**src/rtl/moore_pattern_counter.sv**
```systemverilog
// moore_pattern_counter
//   Overlapping Moore sequence detector. Serial input is sampled on an
//   internal clock-enable tick. Detections are counted in a DIGITS-digit BCD
//   counter, which is shown on a scanned, active-low seven-segment display.
//   The KMP-style fallback table is built at elaboration from PATTERN.
//   Optional build macro: MOORE_LEADING_BLANK_EN blanks the leading zero
//   digits above the most significant nonzero digit. Digit 0 is always shown.
//   o_dbg_state exposes the FSM state (k = leading pattern bits matched).
//   This block has no valid/ready handshakes.
module moore_pattern_counter #(
  parameter int                     PATTERN_LEN = 4,
  parameter logic [PATTERN_LEN-1:0] PATTERN     = 4'b1101,
  parameter int                     DIGITS      = 2,
  parameter int                     DIV         = 25000000,
  parameter int                     SCAN_DIV    = 50000,
  localparam int                    SW          = $clog2(PATTERN_LEN + 1)
) (
  input  logic                clock,
  input  logic                reset,
  input  logic                in,
  output logic                match,
  output logic [4*DIGITS-1:0] count_bcd,
  output logic [6:0]          seg,
  output logic [DIGITS-1:0]   an,
  output logic [SW-1:0]       o_dbg_state
);

  localparam int DW  = (DIV > 1)      ? $clog2(DIV)      : 1;
  localparam int SCW = (SCAN_DIV > 1) ? $clog2(SCAN_DIV) : 1;
  localparam int IW  = (DIGITS > 1)   ? $clog2(DIGITS)   : 1;

  // Next state from Sk on input bit b. This is the longest prefix of PATTERN
  // that is a suffix of the k matched bits followed by b. Lengths up to
  // PATTERN_LEN are allowed, so a fully self-overlapping pattern can stay in
  // S(PATTERN_LEN).
  function automatic logic [SW-1:0] f_next(input int k, input logic b);
    logic [SW-1:0] res;
    logic          ok;
    logic          sb;
    int            j;
    res = '0;
    for (int l = 1; l <= PATTERN_LEN; l++) begin
      if (l <= k + 1) begin
        ok = 1'b1;
        for (int i = 0; i < PATTERN_LEN; i++) begin
          if (i < l) begin
            j = k + 1 - l + i;
            if (j == k) sb = b;
            else        sb = PATTERN[PATTERN_LEN-1-j];
            if (sb != PATTERN[PATTERN_LEN-1-i]) ok = 1'b0;
          end
        end
        if (ok) res = SW'(l);
      end
    end
    return res;
  endfunction

  logic [SW-1:0]       r_state;
  logic [SW-1:0]       w_state_nxt;
  logic [DW-1:0]       r_div;
  logic                w_tick;
  logic [4*DIGITS-1:0] r_count;
  logic [4*DIGITS-1:0] w_count_inc;
  logic                w_carry;
  logic [SCW-1:0]      r_scan;
  logic                w_scan_wrap;
  logic [IW-1:0]       r_idx;
  logic [3:0]          w_digit;
  logic [SW-1:0]       w_nxt0 [0:PATTERN_LEN];
  logic [SW-1:0]       w_nxt1 [0:PATTERN_LEN];
`ifdef MOORE_LEADING_BLANK_EN
  logic                w_blank;
  logic                w_upper_zero;
`endif

  // Transition table, one constant entry per state and input value
  for (genvar g = 0; g <= PATTERN_LEN; g++) begin : g_tbl
    localparam logic [SW-1:0] L_NXT0 = f_next(g, 1'b0);
    localparam logic [SW-1:0] L_NXT1 = f_next(g, 1'b1);
    assign w_nxt0[g] = L_NXT0;
    assign w_nxt1[g] = L_NXT1;
  end

  // Sample-tick divider: tick is high on the last count of each period
  assign w_tick = (r_div == DW'(DIV - 1));

  always_ff @(posedge clock) begin
    if (reset)       r_div <= '0;
    else if (w_tick) r_div <= '0;
    else             r_div <= r_div + 1'b1;
  end

  // FSM state register, advances only on tick clocks
  always_ff @(posedge clock) begin
    if (reset)       r_state <= '0;
    else if (w_tick) r_state <= w_state_nxt;
  end

  // FSM next state: table lookup; unreachable encodings recover to S0
  always_comb begin
    w_state_nxt = '0;
    for (int k = 0; k <= PATTERN_LEN; k++) begin
      if (r_state == SW'(k)) w_state_nxt = in ? w_nxt1[k] : w_nxt0[k];
    end
  end

  // FSM outputs: Moore decode of the registered state
  always_comb begin
    match       = (r_state == SW'(PATTERN_LEN));
    o_dbg_state = r_state;
  end

  // BCD increment with ripple carry; all-nines wraps to all-zeros
  always_comb begin
    w_count_inc = r_count;
    w_carry     = 1'b1;
    for (int d = 0; d < DIGITS; d++) begin
      if (w_carry) begin
        if (r_count[4*d +: 4] == 4'd9) begin
          w_count_inc[4*d +: 4] = 4'd0;
        end else begin
          w_count_inc[4*d +: 4] = r_count[4*d +: 4] + 4'd1;
          w_carry               = 1'b0;
        end
      end
    end
  end

  // Detection counter: bump on each tick that enters S(PATTERN_LEN)
  always_ff @(posedge clock) begin
    if (reset)
      r_count <= '0;
    else if (w_tick && (w_state_nxt == SW'(PATTERN_LEN)))
      r_count <= w_count_inc;
  end

  assign count_bcd = r_count;

  // Display scan timer, free-running on every clock
  assign w_scan_wrap = (r_scan == SCW'(SCAN_DIV - 1));

  always_ff @(posedge clock) begin
    if (reset)            r_scan <= '0;
    else if (w_scan_wrap) r_scan <= '0;
    else                  r_scan <= r_scan + 1'b1;
  end

  // Scanned digit index, steps 0..DIGITS-1 on each scan wrap
  always_ff @(posedge clock) begin
    if (reset)
      r_idx <= '0;
    else if (w_scan_wrap)
      r_idx <= (r_idx == IW'(DIGITS - 1)) ? '0 : r_idx + 1'b1;
  end

  // Digit select and digit mux. The scan runs from the top digit down so the
  // leading-zero test covers the selected digit and every digit above it.
  always_comb begin
    w_digit = 4'd0;
    an      = '1;
`ifdef MOORE_LEADING_BLANK_EN
    w_blank      = 1'b0;
    w_upper_zero = 1'b1;
`endif
    for (int d = DIGITS - 1; d >= 0; d--) begin
`ifdef MOORE_LEADING_BLANK_EN
      if (r_count[4*d +: 4] != 4'd0) w_upper_zero = 1'b0;
`endif
      if (r_idx == IW'(d)) begin
        w_digit = r_count[4*d +: 4];
        an[d]   = 1'b0;
`ifdef MOORE_LEADING_BLANK_EN
        w_blank = (d != 0) && w_upper_zero;
`endif
      end
    end
  end

  // Seven-segment decode {g,f,e,d,c,b,a}, active-low; non-BCD shows blank
  always_comb begin
    case (w_digit)
      4'd0:    seg = 7'b1000000;
      4'd1:    seg = 7'b1111001;
      4'd2:    seg = 7'b0100100;
      4'd3:    seg = 7'b0110000;
      4'd4:    seg = 7'b0011001;
      4'd5:    seg = 7'b0010010;
      4'd6:    seg = 7'b0000010;
      4'd7:    seg = 7'b1111000;
      4'd8:    seg = 7'b0000000;
      4'd9:    seg = 7'b0010000;
      default: seg = 7'b1111111;
    endcase
`ifdef MOORE_LEADING_BLANK_EN
    if (w_blank) seg = 7'b1111111;
`endif
  end

endmodule
```
**config.mk**
```make
export PLATFORM = sky130hd
export DESIGN_NAME = moore_pattern_counter
export DESIGN_NICKNAME = d
export VERILOG_FILES = /design/src/rtl/moore_pattern_counter.sv
export SDC_FILE = /design/constraint.sdc
export NUM_CORES = 1
export LEC_CHECK = 0
export BUFFER_PORTS_ARGS = -buffer_cell sky130_fd_sc_hd__buf_2
export CORE_MARGIN = 8
export CORE_UTILIZATION = 25
export CTS_BUF_LIST = sky130_fd_sc_hd__clkbuf_8
export DETAILED_ROUTE_END_ITERATION = 10
export GPL_ROUTABILITY_DRIVEN = 0
export PLACE_DENSITY = 0.49
export SLEW_MARGIN = 20
export SYNTH_ARGS = -nofsm -noshare
export SYNTH_HDL_FRONTEND = slang
export SYNTH_SLANG_ARGS = --single-unit
```
**constraint.sdc**
```tcl
create_clock -name clock -period 1.9 [get_ports clock]
set_input_delay 0.38 -clock clock [delete_from_list [all_inputs] [get_ports clock]]
set_output_delay 0.38 -clock clock [all_outputs]
set_load 0.02 [all_outputs]
```
* Word level (Yosys, flattened, before mapping)
Memories as Yosys holds them, arrays and structs flattened. Index checks and enable logic that the tools add are counted.
Operators by class: mux-type cells 16, reduce and logical (&&, ||, !) cells 5, eq/ne operators 9, add/sub/neg operators 5
Operator list (count):
- adder 25 x 1 -> 25 bit, second input constant | 1
- equality test 25 bit, second input constant | 1
- adder 16 x 1 -> 16 bit, second input constant | 1
- equality test 16 bit, second input constant | 1
- two-way mux 3 bit | 5
- two-way mux 4 bit | 3
- adder 4 x 1 -> 4 bit, second input constant | 2
- equality test 4 bit, second input constant | 2
- two-way mux 1 bit | 7
- equality test 3 x 2 -> 1 bit, second input constant | 2
- equality test 3 bit, second input constant | 2
- OR reduction 2 bit | 2
- equality test 3 x 1 -> 1 bit, second input constant | 1
- logical NOT 3 bit | 1
- two-way mux 2 bit | 1
- AND reduction 2 bit | 1
- adder 1 bit, second input constant | 1
- logical AND 1 bit | 1
Word-level totals: output and inout port bits 21, memory bits (read-only) 112, word-level logic and storage cells 42, bits in registers 53, memories kept 1
Memories:
- (name not given) | depth 16, width 7, rd ports 1, clocked after Yosys merged registers in 0, wr ports 0, line 182 | case (w_digit)

* Logic depth before layout (Yosys ltp)
Gate-level depths: netlist (run 1).
depth in word-level cells 9, mapped depth 8, gate-level depth less buffers 7

* Least setup slack after synthesis (run 1)
OpenSTA, ideal clock, no wires.
path kind reg2out, start register r_count[1], in the netlist count_bcd[1], end output seg[5], cell stages (with the launch flop) 7, slack -416 ps, required time 1520 ps, arrival time 1936 ps, cell sequence dfxtp_1 > inv_1 > o21ai_0 > inv_1 > ha_1 > a21o_1 > a21oi_1
Between the ends: word-level cells in the longest chain between the ends 2
Ends and longest elaborated chain:
- start: declaration | line 63 | logic [4*DIGITS-1:0] r_count;
- start signal: assignment | line 135 | r_count <= w_count_inc;
- two-way mux 4 bit | line 170 | if (r_idx == IW'(d)) begin
- memory read (16 x 7 bit)
- end: declaration | line 23 | output logic [6:0] seg,
No other way between the ends.

* Final worst setup path (run 1)
start register r_idx, end output seg[3]
Between the ends: word-level cells in the longest chain between the ends 2
Ends and longest elaborated chain:
- start: declaration | line 68 | logic [IW-1:0] r_idx;
- start signal: assignment | line 154 | r_idx <= (r_idx == IW'(DIGITS - 1)) ? '0 : r_idx + 1'b1;
- two-way mux 4 bit | line 170
- memory read (16 x 7 bit)
No other way between the ends.

==> run_summary.xml, run 1 <==
<?xml version="1.0" encoding="UTF-8"?>
<metrics>
  <group name="synth">
    <metric name="share_of_synthesized_cell_area_in_full_adder_half_adder_and_majority_cells" unit="%">3.28</metric>
    <metric name="synth_xor_area_share" unit="%">13.8</metric>
    <metric name="muxShareOfSynthArea" unit="%">2.34</metric>
    <metric name="postSynthCellCount" unit="">320</metric>
    <metric name="synth-edff-count" unit="">0</metric>
    <metric name="synth_area" unit="µm²">2670</metric>
    <metric name="synthesis.area_per_instance" unit="µm²">8.36</metric>
    <metric name="post_synth_and_or_nand_nor_area_fraction" unit="%">30.7</metric>
    <metric name="synth_warnings" unit="">0</metric>
    <metric name="synth_async_sr_flop_share" unit="%">0</metric>
    <metric name="synth_ff_type" unit="">sky130_fd_sc_hd__dfxtp_1</metric>
    <metric name="synth_cell_type_count" unit="">47</metric>
    <metric name="synthesis.nets" unit="">330</metric>
    <metric name="synth_compound_area_share" unit="%">6.46</metric>
    <metric name="synth_seq_cells" unit="">53</metric>
    <metric name="synth-seq-area-share" unit="%">39.7</metric>
    <metric name="synth_top_family_by_area" unit="">simple AND/OR/NAND/NOR gates</metric>
  </group>
  <group name="global_route">
    <metric name="globalRouteTotalUtil" unit="%">8.29</metric>
    <metric name="antenna_found_initial" unit="">0</metric>
    <metric name="number_of_global_route_vias_before_repair" unit="">2196</metric>
    <metric name="pin_count_of_the_biggest_net_entering_global_routing" unit="">26</metric>
    <metric name="grt_overflow_total" unit="">0</metric>
    <metric name="grt_pass1_wl" unit="mm">10.1</metric>
  </group>
  <group name="place">
    <metric name="place.port_buffers" unit="">23</metric>
    <metric name="post_dp_cell_area" unit="µm²">3190</metric>
    <metric name="dp_hpwl" unit="mm">4.14</metric>
  </group>
  <group name="worst_setup_path">
    <metric name="worstPathMaxFanout" unit="">5</metric>
    <metric name="reg2regPathDepth" unit="">5</metric>
    <metric name="critPathMaxStageDelay" unit="ns">0.38</metric>
    <metric name="crit_required" unit="ns">1.52</metric>
    <metric name="reg2reg_slack" unit="ns">0.05</metric>
    <metric name="critPathCaptureType" unit="">output pin</metric>
    <metric name="crit_path_start_kind" unit="">register</metric>
    <metric name="path_class" unit="">register to output pin</metric>
    <metric name="worst_r2r_endpoint" unit="">count_bcd[1]</metric>
    <metric name="worstReg2RegStart" unit="">r_div[17]</metric>
    <metric name="arrival_time_worst_endpoint" unit="ns">1.66</metric>
    <metric name="crit_chain" unit="">mux2i_1, buf_4, inv_4, ha_4, nor2_1, o21a_1, a21oi_2, buf_2</metric>
    <metric name="critical_path.slowest_cell" unit="">sky130_fd_sc_hd__dfxtp_4</metric>
  </group>
  <group name="sta">
    <metric name="fin_worst_skew" unit="ns">0.00556</metric>
    <metric name="final_min_period_over_clock_period" unit="%">107</metric>
    <metric name="slew_viol_final" unit="">0</metric>
    <metric name="finalHoldViolCount" unit="">0</metric>
    <metric name="postLayoutSetupSlackWorst" unit="ns">-0.142</metric>
    <metric name="rsz0062_at_grt" unit="">true</metric>
    <metric name="total_neg_setup_slack" unit="ns">-0.797</metric>
    <metric name="fin_hold_ws" unit="ns">0.434</metric>
    <metric name="setup_viol" unit="">7</metric>
    <metric name="slew-limit-headroom" unit="%">66.5</metric>
    <metric name="clock.fmax" unit="MHz">490</metric>
    <metric name="min_period" unit="ns">2.04</metric>
    <metric name="worst_margin_slew" unit="ns">0.502</metric>
  </group>
  <group name="route">
    <metric name="wire_per_inst" unit="µm">11.3</metric>
    <metric name="antenna_left" unit="">0</metric>
    <metric name="firstDrtPassIters" unit="">4</metric>
    <metric name="drc_errors" unit="">0</metric>
    <metric name="dr_total_vias" unit="">2315</metric>
    <metric name="drt_first_iter_violations" unit="">93</metric>
    <metric name="via_per_inst" unit="">4.46</metric>
    <metric name="wirelength" unit="mm">5.84</metric>
  </group>
  <group name="pwr">
    <metric name="combinationalPowerShare" unit="%">7.4</metric>
    <metric name="net-switching-power" unit="µW">454</metric>
    <metric name="worst_ir_drop_vdd" unit="V">0.000271</metric>
    <metric name="power_frac_seq" unit="%">54.8</metric>
    <metric name="power_density" unit="nW/µm²">582</metric>
    <metric name="p_int" unit="mW">1.61</metric>
    <metric name="power.leakage" unit="nW">1.33</metric>
    <metric name="clkPwrFrac" unit="%">37.9</metric>
    <metric name="share_of_total_power_consumed_by_net_switching" unit="%">22.0</metric>
  </group>
  <group name="die">
    <metric name="height_of_the_die" unit="µm">119</metric>
    <metric name="rows" unit="">37</metric>
    <metric name="ios" unit="">24</metric>
    <metric name="dieWidth" unit="µm">119</metric>
    <metric name="floorplan.die_area" unit="µm²">14300</metric>
    <metric name="core_area" unit="µm²">10400</metric>
    <metric name="initial_util" unit="%">25.8</metric>
  </group>
  <group name="finish">
    <metric name="final_cell_area" unit="µm²">3550</metric>
    <metric name="area_growth_syn_to_layout" unit="%">32.9</metric>
    <metric name="nFillCells" unit="">1068</metric>
    <metric name="mostFrequentLayoutCell" unit="">sky130_fd_sc_hd__nor2_1</metric>
    <metric name="utilization" unit="%">34.3</metric>
    <metric name="mostFrequentLayoutCells" unit="">62 x sky130_fd_sc_hd__nor2_1, 45 x sky130_fd_sc_hd__dfxtp_1, 39 x sky130_fd_sc_hd__buf_4</metric>
    <metric name="final_layout_size_suffix_gt1_share" unit="%">28.7</metric>
    <metric name="design.final.nets" unit="">392</metric>
    <metric name="number_of_diodes" unit="">0</metric>
  </group>
  <group name="worst_hold_path">
    <metric name="worstHoldPathCells" unit="">1</metric>
    <metric name="hold-path-endpoint" unit="">r_scan[0]</metric>
    <metric name="worst_hold_path_type" unit="">register to register</metric>
    <metric name="worst_hold_startpoint" unit="">r_scan[0]</metric>
  </group>
  <group name="cts">
    <metric name="clock_sinks" unit="">53</metric>
    <metric name="number_of_buffers_created_by_cts" unit="">5</metric>
    <metric name="depth_of_the_cts_h_tree" unit="">2</metric>
    <metric name="cts.root.buffer_cell" unit="">sky130_fd_sc_hd__clkbuf_8</metric>
    <metric name="clk_latency" unit="ns">0.30</metric>
    <metric name="clockBufferDepth" unit="">2</metric>
    <metric name="clk_pin_slew_worst_paths" unit="ns">0.09</metric>
    <metric name="cts_tree" unit="">yes</metric>
  </group>
  <group name="flow_run">
    <metric name="timing.max_cap.violations" unit="">0</metric>
  </group>
  <group name="run_status">
    <metric name="violations" unit="">setup timing</metric>
    <metric name="outcome" unit="">finished with violations</metric>
  </group>
</metrics>
## metal layers
| layer | up-vias | share of wire (%) | GRT usage (%) |
|---|---|---|---|
| met2 | 41 | 44 | 13.3 |
| met5 | - | 0 | 0 |
| met1 | 1054 | 49 | 10.4 |
| met4 | 0 | 1.5 | 3.04 |
| li1 | 1214 | - | - |
| met3 | 6 | 5.1 | 2.27 |
## registers in the layout, indices dropped and copies added, names as in the netlist
signal,flops
count_bcd,8
o_dbg_state,3
r_div,25
r_idx,1
r_scan,16
## Yosys cell counts (3+ instances only)
cell type / number / share of area (%)
sky130_fd_sc_hd__nor2_1: 66 / 9.3
sky130_fd_sc_hd__dfxtp_1: 53 / 40
sky130_fd_sc_hd__xnor2_1: 30 / 9.8
sky130_fd_sc_hd__nand2_1: 20 / 2.8
sky130_fd_sc_hd__nand3_1: 18 / 3.4
sky130_fd_sc_hd__a21oi_1: 15 / 2.8
sky130_fd_sc_hd__inv_1: 14 / 2.0
sky130_fd_sc_hd__xor2_1: 12 / 3.9
sky130_fd_sc_hd__nand4_1: 10 / 2.3
sky130_fd_sc_hd__nor3_1: 10 / 1.9
sky130_fd_sc_hd__ha_1: 7 / 3.3
sky130_fd_sc_hd__nor4_1: 7 / 1.6
sky130_fd_sc_hd__o21ai_0: 7 / 1.3
sky130_fd_sc_hd__or4_1: 5 / 1.4
sky130_fd_sc_hd__clkbuf_1: 4 / 0.56
sky130_fd_sc_hd__mux2i_1: 4 / 1.5
sky130_fd_sc_hd__buf_2: 3 / 0.56
## kinds of logic (layout without fill, tap and decap cells)
| kind of cell | Yosys count | after routing |
|---|---|---|
| simple gates | 159 | 159 |
| compound gates | 30 | 30 |
| mux | 6 | 6 |
| flops | 53 | 53 |
| fa+ha+maj | 7 | 7 |
| xor+xnor | 42 | 42 |
| buf+inv | 23 | 86 |
## metrics by stage
step           std cells  total power [mW]  setup WS [ns]
3_5_place_dp         500              1.29         0.0230
5_1_grt              519              2.16         -0.255
3_3_place_gp         500              1.29         0.0544
6_report             519              2.07         -0.142
2_1_floorplan        320              1.25         0.0231
4_1_cts              515              2.09         -0.154
## final cells by class
| class | instances | area [µm²] | area share, % |
|---|---|---|---|
| Clock inverter | 2 | 33.8 | 0.950 |
| Clock buffer | 6 | 82.6 | 2.32 |
| Timing Repair Buffer | 64 | 485 | 13.7 |
| Multi-Input combinational cell | 244 | 1650 | 46.5 |
| Inverter | 14 | 55.1 | 1.55 |
| Sequential cell | 53 | 1080 | 30.3 |
| Tap cell | 136 | 170 | 4.79 |
## critical path: cells and delay by family, from the launching register on
family / cells / cell delay [ns]
muxes: 1 / 0.18
buffers and inverters: 3 / 0.36
DFF: 1 / 0.38
AOI/OAI and AO/OA: 2 / 0.20
adders and majority gates: 1 / 0.14
and+or+nand+nor: 1 / 0.09
## worst max-delay path by stage
| stage | startpoint | end | slack (ns) |
|---|---|---|---|
| finish | r_idx | seg[3] | -0.14 |
| global route | r_idx | seg[0] | -0.25 |
| CTS | r_idx | seg[0] | -0.15 |
| detailed placement | r_idx | seg[4] | 0.02 |
| global placement | r_scan[12] | r_scan[4] | 0.05 |
| floorplan | r_idx | seg[2] | 0.02 |
## repair_timing
item,CTS,global route
setup buffers,7,4
pin swaps,7,9
setup endpoints to repair,7,26
gates resized for setup,31,15
hold buffers,0,0
## power groups by stage
stage | logic (mW) | clock network (mW) | registers (mW)
after floorplan | 0.0828 | 0 | 1.16
after global placement | 0.131 | 0 | 1.16
after detailed placement | 0.132 | 0 | 1.16
after CTS | 0.145 | 0.817 | 1.13
after global routing | 0.168 | 0.861 | 1.14
final | 0.152 | 0.783 | 1.13
Power figures use the tool's default switching activity.
==> run 2: changes to the inputs <==
--- a/config.mk
+++ b/config.mk
@@ -8,10 +8,9 @@
 export BUFFER_PORTS_ARGS = -buffer_cell sky130_fd_sc_hd__buf_2
 export CORE_MARGIN = 8
 export CORE_UTILIZATION = 25
-export CTS_BUF_LIST = sky130_fd_sc_hd__clkbuf_8
 export DETAILED_ROUTE_END_ITERATION = 10
 export GPL_ROUTABILITY_DRIVEN = 0
-export PLACE_DENSITY = 0.49
+export PLACE_DENSITY = 0.38
 export SLEW_MARGIN = 20
 export SYNTH_ARGS = -nofsm -noshare
 export SYNTH_HDL_FRONTEND = slang
==> run 2 against run 1 <==
Effect of this change:
- the run still ends with setup timing left
- largest cell class unchanged
- utilization rose by 0.54 points
- hold slack lost 0.039 ns
- highest routed layer unchanged
- sequential cell count stayed put
- largest power group unchanged
- clock power down 11%
- critical endpoint is now seg[1]
- via count down 0.91%
- cell area increased by 1.6%
- sequential share of layout area shrank 0.54 points
==> run_summary.xml, run 2 (synthesis gave the netlist of run 1 again) <==
<?xml version="1.0" encoding="UTF-8"?>
<metrics>
  <group name="run_status">
    <metric name="outcome" unit="">finished with violations</metric>
    <metric name="violations" unit="">setup timing</metric>
  </group>
  <group name="pwr">
    <metric name="p_int" unit="mW">1.53</metric>
    <metric name="clkPwrFrac" unit="%">34.9</metric>
    <metric name="worst_ir_drop_vdd" unit="V">0.000353</metric>
    <metric name="power.leakage" unit="nW">1.35</metric>
    <metric name="power_frac_seq" unit="%">56.8</metric>
    <metric name="share_of_total_power_consumed_by_net_switching" unit="%">23.3</metric>
    <metric name="power_density" unit="nW/µm²">554</metric>
    <metric name="p_total" unit="mW">2.00</metric>
    <metric name="combinationalPowerShare" unit="%">8.3</metric>
    <metric name="net-switching-power" unit="µW">467</metric>
  </group>
  <group name="cts">
    <metric name="clk_pin_slew_worst_paths" unit="ns">0.10</metric>
    <metric name="clk_latency" unit="ns">0.31</metric>
    <metric name="clock_sinks" unit="">53</metric>
    <metric name="number_of_buffers_created_by_cts" unit="">5</metric>
    <metric name="cts_tree" unit="">yes</metric>
    <metric name="clockBufferDepth" unit="">2</metric>
    <metric name="cts_hold_repair.buffers" unit="">0</metric>
    <metric name="depth_of_the_cts_h_tree" unit="">2</metric>
    <metric name="cts.root.buffer_cell" unit="">sky130_fd_sc_hd__clkbuf_8</metric>
  </group>
  <group name="sta">
    <metric name="finalHoldViolCount" unit="">0</metric>
    <metric name="min_period" unit="ns">2.04</metric>
    <metric name="fin_hold_ws" unit="ns">0.394</metric>
    <metric name="clock.fmax" unit="MHz">490</metric>
    <metric name="fin_worst_skew" unit="ns">0.0109</metric>
    <metric name="worst_margin_slew" unit="ns">0.511</metric>
    <metric name="setup_viol" unit="">7</metric>
    <metric name="slew-limit-headroom" unit="%">66.0</metric>
    <metric name="total_neg_setup_slack" unit="ns">-0.770</metric>
    <metric name="postLayoutSetupSlackWorst" unit="ns">-0.140</metric>
    <metric name="rsz0062_at_grt" unit="">true</metric>
    <metric name="slew_viol_final" unit="">0</metric>
    <metric name="final_min_period_over_clock_period" unit="%">107</metric>
  </group>
  <group name="route">
    <metric name="drt_first_iter_violations" unit="">109</metric>
    <metric name="wirelength" unit="mm">6.12</metric>
    <metric name="antenna_left" unit="">0</metric>
    <metric name="dr_total_vias" unit="">2294</metric>
    <metric name="drc_errors" unit="">0</metric>
    <metric name="via_per_inst" unit="">4.38</metric>
    <metric name="firstDrtPassIters" unit="">4</metric>
    <metric name="wire_per_inst" unit="µm">11.7</metric>
  </group>
  <group name="place">
    <metric name="placed_insts" unit="">509</metric>
    <metric name="post_dp_cell_area" unit="µm²">3270</metric>
    <metric name="place.port_buffers" unit="">23</metric>
    <metric name="dpl_worst_slack" unit="ns">-0.00656</metric>
    <metric name="dp_hpwl" unit="mm">4.48</metric>
  </group>
  <group name="worst_setup_path">
    <metric name="critPathCaptureType" unit="">output pin</metric>
    <metric name="reg2reg_slack" unit="ns">0.08</metric>
    <metric name="crit_path_start_kind" unit="">register</metric>
    <metric name="worstReg2RegStart" unit="">r_div[12]</metric>
    <metric name="reg2regPathDepth" unit="">6</metric>
    <metric name="worst_r2r_endpoint" unit="">count_bcd[7]</metric>
    <metric name="worstPathMaxFanout" unit="">6</metric>
    <metric name="crit_required" unit="ns">1.52</metric>
    <metric name="path_class" unit="">register to output pin</metric>
    <metric name="arrival_time_worst_endpoint" unit="ns">1.66</metric>
  </group>
  <group name="global_route">
    <metric name="globalRouteTotalUtil" unit="%">8.62</metric>
    <metric name="grt_busiest_layer" unit="">met2</metric>
    <metric name="grt_overflow_total" unit="">0</metric>
    <metric name="pin_count_of_the_biggest_net_entering_global_routing" unit="">26</metric>
    <metric name="grt_pass1_wl" unit="mm">10.3</metric>
    <metric name="number_of_global_route_vias_before_repair" unit="">2214</metric>
    <metric name="met3_usage" unit="%">2.31</metric>
    <metric name="grtUsageMet2" unit="%">13.7</metric>
    <metric name="antenna_found_initial" unit="">0</metric>
    <metric name="met1_usage" unit="%">10.8</metric>
  </group>
  <group name="finish">
    <metric name="design.final.nets" unit="">397</metric>
    <metric name="area_growth_syn_to_layout" unit="%">35.0</metric>
    <metric name="final_cell_area" unit="µm²">3610</metric>
    <metric name="largest_register_ffs" unit="">25</metric>
    <metric name="number_of_diodes" unit="">0</metric>
    <metric name="final_cell_count_no_fill" unit="">524</metric>
    <metric name="utilization" unit="%">34.8</metric>
    <metric name="mostFrequentLayoutCells" unit="">62 x sky130_fd_sc_hd__nor2_1, 45 x sky130_fd_sc_hd__dfxtp_1, 44 x sky130_fd_sc_hd__buf_4</metric>
    <metric name="top_register" unit="">r_div</metric>
    <metric name="final_layout_size_suffix_gt1_share" unit="%">30.7</metric>
    <metric name="mostFrequentLayoutCell" unit="">sky130_fd_sc_hd__nor2_1</metric>
  </group>
  <group name="die">
    <metric name="floorplan.die_area" unit="µm²">14300</metric>
    <metric name="dieWidth" unit="µm">119</metric>
    <metric name="core_area" unit="µm²">10400</metric>
    <metric name="ios" unit="">24</metric>
    <metric name="height_of_the_die" unit="µm">119</metric>
    <metric name="rows" unit="">37</metric>
    <metric name="initial_util" unit="%">25.8</metric>
  </group>
  <group name="worst_hold_path">
    <metric name="worst_hold_startpoint" unit="">reset</metric>
    <metric name="hold-path-endpoint" unit="">count_bcd[6]</metric>
    <metric name="worst_hold_path_type" unit="">input port to register</metric>
    <metric name="worstHoldPathCells" unit="">2</metric>
  </group>
  <group name="flow_run">
    <metric name="timing.max_cap.violations" unit="">0</metric>
  </group>
</metrics>
[run 2: cell type report]
type                       count  area, µm²
fill                        1096       6760
multi-input combinational    244       1670
sequential                    53       1070
timing repair buffer          69        541
tap                          136        170
clock buffer                   7       96.3
inverter                      14       52.6
clock inverter                 1       5.00
[run 2: how the worst max path moves through the flow]
| stage | from | depth (start not counted) | slack (ns) | endpoint |
|---|---|---|---|---|
| 2_1_floorplan | r_idx | 5 | 0.02 | seg[2] |
| 3_3_place_gp | r_idx | 7 | 0.01 | seg[0] |
| 3_5_place_dp | r_idx | 7 | -0.007 | seg[0] |
| 4_1_cts | r_idx | 7 | -0.15 | seg[0] |
| 5_1_grt | r_idx | 6 | -0.22 | seg[2] |
| 6_report | r_idx | 6 | -0.14 | seg[1] |
[run 2: what timing repair did]
action	CTS	global route
resized for setup	21	25
setup endpoints to repair	7	17
buffers inserted	2	5
pin swaps	3	9
[run 2: power by group through the flow]
stage	Combinational (mW)	Sequential (mW)	Clock (mW)
4_1_cts	0.153	1.13	0.745
3_5_place_dp	0.141	1.16	0
2_1_floorplan	0.0828	1.16	0
5_1_grt	0.184	1.14	0.787
6_report	0.166	1.14	0.699
3_3_place_gp	0.142	1.16	0
[run 2: worst max-delay path: stages (launching register included)]
cell and delay [ns]:
sky130_fd_sc_hd__dfxtp_4 0.42, sky130_fd_sc_hd__buf_6 0.13, sky130_fd_sc_hd__mux2_4 0.34, sky130_fd_sc_hd__buf_12 0.14, sky130_fd_sc_hd__nor2_2 0.10, sky130_fd_sc_hd__o22ai_2 0.07
sky130_fd_sc_hd__buf_2 0.16
[run 2: layer usage]
layer / part of all wire (%) / vias up / wire length [µm]
met5: 0 / - / 0
met4: 1.6 / 0 / 99
met3: 4.2 / 6 / 254
met2: 44 / 31 / 2700
met1: 50 / 1036 / 3070
li1: - / 1221 / -
